--- src/rtl/fetch_stage.sv ---
// rtl/fetch_stage.sv - instruction fetch stage with program-loadable imem and IF/ID register
//
// Purpose: holds the fetch PC, reads a word-addressed instruction memory
// combinationally at the PC and registers the result into the IF/ID stage.
// The PC can be held (stall_i) or redirected (redirect_i); any redirect,
// misaligned target or out-of-range fetch produces a bubble (NOP_WORD,
// valid_o=0). Misaligned targets and out-of-range fetches also latch
// fault_o until reset.
//
// Ports:
//   clk            single clock, rising edge
//   rst            synchronous active-low reset
//   stall_i        hold PC and IF/ID register
//   redirect_i     load redirect_pc_i into PC and flush IF/ID (beats stall_i)
//   redirect_pc_i  redirect byte address (low two bits truncated)
//   prog_we_i      instruction memory write enable
//   prog_addr_i    word index for program load
//   prog_data_i    word to write
//   pc_o           current fetch PC
//   inst_o         registered instruction (IF/ID)
//   pc_p4_o        registered PC+4 of inst_o
//   valid_o        inst_o is a real fetched instruction
//   fault_o        sticky fetch fault

module fetch_stage #(
  parameter int unsigned IMEM_DEPTH = 32,
  parameter logic [31:0] RESET_PC   = 32'h0000_0000,
  parameter logic [31:0] NOP_WORD   = 32'h0000_0000
) (
  input  logic                          clk,
  input  logic                          rst,
  input  logic                          stall_i,
  input  logic                          redirect_i,
  input  logic [31:0]                   redirect_pc_i,
  input  logic                          prog_we_i,
  input  logic [$clog2(IMEM_DEPTH)-1:0] prog_addr_i,
  input  logic [31:0]                   prog_data_i,
  output logic [31:0]                   pc_o,
  output logic [31:0]                   inst_o,
  output logic [31:0]                   pc_p4_o,
  output logic                          valid_o,
  output logic                          fault_o
);

  localparam int unsigned AW = $clog2(IMEM_DEPTH);

  // Contents start as NOP_WORD at power-up; reset deliberately leaves them alone
  // so a program loaded while rst is low survives the reset release.
  logic [31:0] imem_q [IMEM_DEPTH] = '{default: NOP_WORD};

  logic [31:0]   pc_q, pc_d;
  logic [31:0]   inst_q, inst_d;
  logic [31:0]   pc_p4_q, pc_p4_d;
  logic          valid_q, valid_d;
  logic          fault_q, fault_d;

  logic [AW-1:0] fetch_idx;
  logic          fetch_in_range;
  logic [31:0]   fetch_word;
  logic [31:0]   pc_plus4;

  // Word index is pc[31:2]; anything above the low AW index bits set means
  // the index is >= IMEM_DEPTH.
  assign fetch_idx      = pc_q[AW+1:2];
  assign fetch_in_range = (pc_q[31:AW+2] == '0);
  // Asynchronous read: a write to the same index this cycle is not yet visible,
  // so the fetch sees the old word.
  assign fetch_word     = imem_q[fetch_idx];
  assign pc_plus4       = pc_q + 32'd4;

  always_comb begin
    pc_d    = pc_q;
    inst_d  = inst_q;
    pc_p4_d = pc_p4_q;
    valid_d = valid_q;
    fault_d = fault_q;
    if (redirect_i) begin
      pc_d    = {redirect_pc_i[31:2], 2'b00};
      inst_d  = NOP_WORD;
      pc_p4_d = 32'd0;
      valid_d = 1'b0;
      if (redirect_pc_i[1:0] != 2'b00) begin
        fault_d = 1'b1;
      end
    end else if (!stall_i) begin
      pc_d    = pc_plus4;
      pc_p4_d = pc_plus4;
      if (fetch_in_range) begin
        inst_d  = fetch_word;
        valid_d = 1'b1;
      end else begin
        // The PC keeps advancing past the end of memory; each such fetch is a bubble.
        inst_d  = NOP_WORD;
        valid_d = 1'b0;
        fault_d = 1'b1;
      end
    end
  end

  always_ff @(posedge clk) begin
    if (!rst) begin
      pc_q    <= RESET_PC;
      inst_q  <= NOP_WORD;
      pc_p4_q <= 32'd0;
      valid_q <= 1'b0;
      fault_q <= 1'b0;
    end else begin
      pc_q    <= pc_d;
      inst_q  <= inst_d;
      pc_p4_q <= pc_p4_d;
      valid_q <= valid_d;
      fault_q <= fault_d;
    end
  end

  // Program writes are accepted regardless of reset, stall or redirect.
  always_ff @(posedge clk) begin
    if (prog_we_i) begin
      imem_q[prog_addr_i] <= prog_data_i;
    end
  end

  assign pc_o    = pc_q;
  assign inst_o  = inst_q;
  assign pc_p4_o = pc_p4_q;
  assign valid_o = valid_q;
  assign fault_o = fault_q;

endmodule

--- config.mk ---
export PLATFORM = sky130hd
export DESIGN_NAME = fetch_stage
export DESIGN_NICKNAME = d
export VERILOG_FILES = /design/src/rtl/fetch_stage.sv
export SDC_FILE = /design/constraint.sdc
export NUM_CORES = 1
export LEC_CHECK = 0
export ABC_AREA = 1
export CAP_MARGIN = 30
export CORE_UTILIZATION = 40
export DETAILED_ROUTE_END_ITERATION = 10
export HOLD_SLACK_MARGIN = 0.02
export MAX_ROUTING_LAYER = met4
export PLACE_DENSITY = 0.67
export SYNTH_ARGS = -nofsm -noshare
export SYNTH_HDL_FRONTEND = slang
export SYNTH_SLANG_ARGS = --single-unit
--- constraint.sdc ---
create_clock -name clk -period 3.1 [get_ports clk]
set_input_delay 0.465 -clock clk [delete_from_list [all_inputs] [get_ports clk]]
set_output_delay 0.465 -clock clk [all_outputs]
set_load 0.005 [all_outputs]
==> metrics.yaml <==
run_status:
  outcome: "finished, final reports clean"
logic_synthesis:
  yosys.area.top_type: "sky130_fd_sc_hd__edfxtp_1"
  synth.top_cells.by_area: "sky130_fd_sc_hd__edfxtp_1 65%, sky130_fd_sc_hd__nand2_1 14%, sky130_fd_sc_hd__nand3_1 7.5%, sky130_fd_sc_hd__dfxtp_1 4.2%, sky130_fd_sc_hd__inv_1 2.9%"
  dominant_combinational_cell_family_by_area_after_synthesis: "simple AND/OR/NAND/NOR gates"
  fraction_of_synthesized_area_in_multiplexers: 0
  yosysSeqAreaShare: 0.692
  syn-instance-count: 4494
  synth_warn: 0
  post_synth_and_or_nand_nor_area_fraction: 0.230
  synth_area_per_cell_um2: 10.5
  post_synth_fa_ha_maj_area_fraction: 0.000264
  ys_seq_elements: 1123
  ys_types: 34
  post_synth_xor_area_fraction: 0.00259
  syn-cell-area_mm2: 0.0473
  share_of_the_synthesized_area_in_the_top_cell_type: 0.650
  synth-compound-area-share: 0.0125
sta:
  finalMaxSlewViolations: 0
  fin_worst_skew_ps: 45.0
  final-hold-violation-count: 0
  clock.fmax_ghz: 0.416
  fin_crit_sh: 0.776
  finalWorstPathRequiredPeriod_ps: 2410
  rsz_0062_raised_after_global_routing: "no"
  setup-tns-final_ps: 0
  final.setup.worst_slack_ps: 693
  setup_viol: 0
  worst_slew_pin_slew_ps: 876
  slew_headroom: 0.416
routing:
  routed_wirelength_mm: 127
  post_route_antenna_net_violation_count: 0
  route.detailed.drc: 0
  detailroute.via_count: 32600
  vias_per_cell: 5.20
  avgRoutedWirePerCell_um: 20.2
  drt_pass1_iterations: 7
  drtIter0Drc: 3733
grt:
  maximum_number_of_pins_on_one_net_before_global_route_repair: 146
  antenna_found_initial: 4
  grt.total_usage: 0.216
  grt_overflow: 0
  grt_first_pass_wirelength_mm: 191
  grt_pass1_vias: 31000
critical_path:
  critical_path_class: "reg -> reg"
  startpoint_type: "flip-flop"
  critPathArrivalTime_ps: 2940
  crit_path_top_delay_cell: "sky130_fd_sc_hd__dfxtp_4"
  cpPeakStageDelay_ps: 580
  crit_path_max_fanout: 145
  crit_top_cell: "sky130_fd_sc_hd__nand3_1"
  setup.worst_path.end_class: "flip-flop"
  ff2ff_path_depth: 10
  timing.reg2reg.setup_slack_ps: 690
  worstPathCellList: "inv_16 > buf_12 > nand2_1 > nand2_1 > nand2_1 > nand3_1 > nand3_1 > nand3_1 > nand3_1 > a21oi_1"
  timing.critical_path.required_ps: 3630
  rr_endpoint: "inst_o[8]"
floorplanning:
  standard_cell_row_count: 125
  fp.coreArea_mm2: 0.117
  top_level_ports: 172
  initial_core_util: 0.405
  design.die.area_mm2: 0.120
  die_height_um: 346
  floorplan.die.width_um: 346
power:
  power_per_cell_area_mw_per_mm2: 591
  leakagePower_nw: 21.3
  ir_drop_v: 0.000433
placed_design:
  place_congestion: 0.853
  portBuffers: 167
  placement.setup.worst_slack_ps: 515
  place.detailed.hpwl_mm: 70.8
clock_network:
  clk_pin_slew_worst_paths_ps: 60
  ctsLongestPathBuffers: 3
  clock_tree_from_tritoncts: "built"
  cts.root.buffer_cell: "sky130_fd_sc_hd__clkbuf_16"
  tritoncts_buffer_count: 110
  clock_insertion_delay_worst_skew_ps: 710
  post_cts.resized_instances: 0
  h_tree_depth_reported_by_cts: 3
  post_cts_buffers: 0
  hold_buffers: 0
  cts_num_sinks: 1123
layout:
  drive_above_1_share: 0.0702
  finish.utilization: 0.468
  syn2layout_area_growth_pct: 15.3
  nets: 4737
job:
  max_cap_viol_count: 0
worst_hold_path:
  hold_path_end: "pc_p4_o[11]"
  hold_start: "stall_i"
  worst_hold_path.num_cells: 4
  min-delay-path-class: "in -> reg"
-- per-layer routing --
layer	vias to the layer above	wire [um]	global-route usage
met1	15600	52700	0.289
met4	0	3510	0.0637
met5	-	0	-
met3	227	12200	0.0408
li1	15300	-	-
met2	1545	58300	0.333
-- worst max path at each step --
stage              startpoint             end  cells after the start
2_1_floorplan  prog_addr_i[0]    imem_q[0][0]                      3
3_3_place_gp   prog_addr_i[3]  imem_q[21][27]                      5
3_5_place_dp   prog_addr_i[3]  imem_q[21][27]                      5
4_1_cts            inst_o[18]      inst_o[18]                      1
5_1_grt             flip-flop       inst_o[8]                     10
6_report            flip-flop       inst_o[8]                     10
-- critical path: cells and delay by family, from the launching register on --
| kind | cells | cell delay [ps] |
|---|---|---|
| buf+inv | 2 | 580 |
| compound gates | 1 | 70 |
| simple gates | 7 | 870 |
| flops | 1 | 580 |
-- flip-flops by register name, summed over array words and instances (netlist names), named ones only --
signal   cells
imem_q    1024
inst_o      32
pc_o        30
pc_p4_o     30
fault_o      1
valid_o      1
-- power breakdown --
group | switching, mW | internal, mW
clock | 5.67 | 7.03
sequential | 0.113 | 16.7
combinational | 1.89 | 0.818
-- final cells by class --
class	instances	area [um^2]
Fill cell	10500	62100
Sequential cell	1123	32700
Multi-Input combinational cell	2750	11900
Timing Repair Buffer	299	3230
Clock buffer	151	2970
Tap cell	1524	1910
Inverter	378	1450
Clock inverter	45	395
Antenna cell	3	7.51
-- metrics by stage --
stage	area (um^2)	cells	power (mW)	hold WS (ps)
after CTS	54600	6270	32.4	286
final	54600	6273	32.2	328
after global placement	51200	6073	19.8	438
after detailed placement	51200	6074	19.8	439
after floorplan	47300	4497	18.8	444
after global routing	54600	6273	33.3	309
-- cells in the final DEF, fill, tap and decap left out, types with 12 or more instances in the layout --
cell type,count
sky130_fd_sc_hd__clkdlybuf4s50_1,166
sky130_fd_sc_hd__o21ai_0,27
sky130_fd_sc_hd__nand3_1,708
sky130_fd_sc_hd__nand4_1,14
sky130_fd_sc_hd__dfxtp_1,94
sky130_fd_sc_hd__clkinv_2,15
sky130_fd_sc_hd__a21oi_1,35
sky130_fd_sc_hd__edfxtp_1,1024
sky130_fd_sc_hd__clkbuf_1,37
sky130_fd_sc_hd__nor2_1,80
sky130_fd_sc_hd__clkinv_1,17
sky130_fd_sc_hd__nand2_1,1777
sky130_fd_sc_hd__nor2_4,35
sky130_fd_sc_hd__buf_12,44
sky130_fd_sc_hd__clkbuf_16,112
sky130_fd_sc_hd__a32oi_1,12
sky130_fd_sc_hd__inv_1,369
sky130_fd_sc_hd__o211ai_1,19
sky130_fd_sc_hd__buf_4,87
-- synthesized netlist by cell type --
| master | instances |
|---|---|
| sky130_fd_sc_hd__buf_1 | 14 |
| sky130_fd_sc_hd__nand4_1 | 14 |
| sky130_fd_sc_hd__dfxtp_1 | 99 |
| sky130_fd_sc_hd__nor3_2 | 3 |
| sky130_fd_sc_hd__o221ai_1 | 1 |
| sky130_fd_sc_hd__nor3_1 | 10 |
| sky130_fd_sc_hd__nor2_1 | 112 |
| sky130_fd_sc_hd__o21ai_0 | 27 |
| sky130_fd_sc_hd__o21bai_1 | 1 |
| sky130_fd_sc_hd__buf_2 | 89 |
| sky130_fd_sc_hd__buf_8 | 1 |
| sky130_fd_sc_hd__nor2_2 | 4 |
| sky130_fd_sc_hd__a21oi_1 | 35 |
| sky130_fd_sc_hd__xnor2_1 | 5 |
| sky130_fd_sc_hd__inv_4 | 1 |
| sky130_fd_sc_hd__buf_4 | 40 |
| sky130_fd_sc_hd__inv_8 | 1 |
| sky130_fd_sc_hd__o21a_1 | 1 |
| sky130_fd_sc_hd__inv_1 | 371 |
| sky130_fd_sc_hd__buf_6 | 47 |
| sky130_fd_sc_hd__o211ai_1 | 19 |
| sky130_fd_sc_hd__nand3_1 | 708 |
| sky130_fd_sc_hd__a32oi_1 | 12 |
| sky130_fd_sc_hd__ha_1 | 1 |
| sky130_fd_sc_hd__nand2_1 | 1777 |
| sky130_fd_sc_hd__nand2_2 | 2 |
| sky130_fd_sc_hd__nor2_4 | 2 |
| sky130_fd_sc_hd__conb_1 | 1 |
| sky130_fd_sc_hd__clkbuf_1 | 55 |
| sky130_fd_sc_hd__or2_2 | 1 |
| sky130_fd_sc_hd__edfxtp_1 | 1024 |
| sky130_fd_sc_hd__o21ai_1 | 2 |
| sky130_fd_sc_hd__inv_2 | 5 |
| sky130_fd_sc_hd__xor2_1 | 9 |
-- cells by family (layout without fill, tap and decap cells) --
kind of cell / Yosys count / after routing
XOR/XNOR: 14 / 14
AO/OA/AOI/OAI: 98 / 98
other: 1 / 7
adder cells (fa/ha/maj): 1 / 1
AND/OR/NAND/NOR: 2633 / 2633
buffers and inverters: 624 / 873
flip-flops: 1123 / 1123
Power figures use the tool's default switching activity.
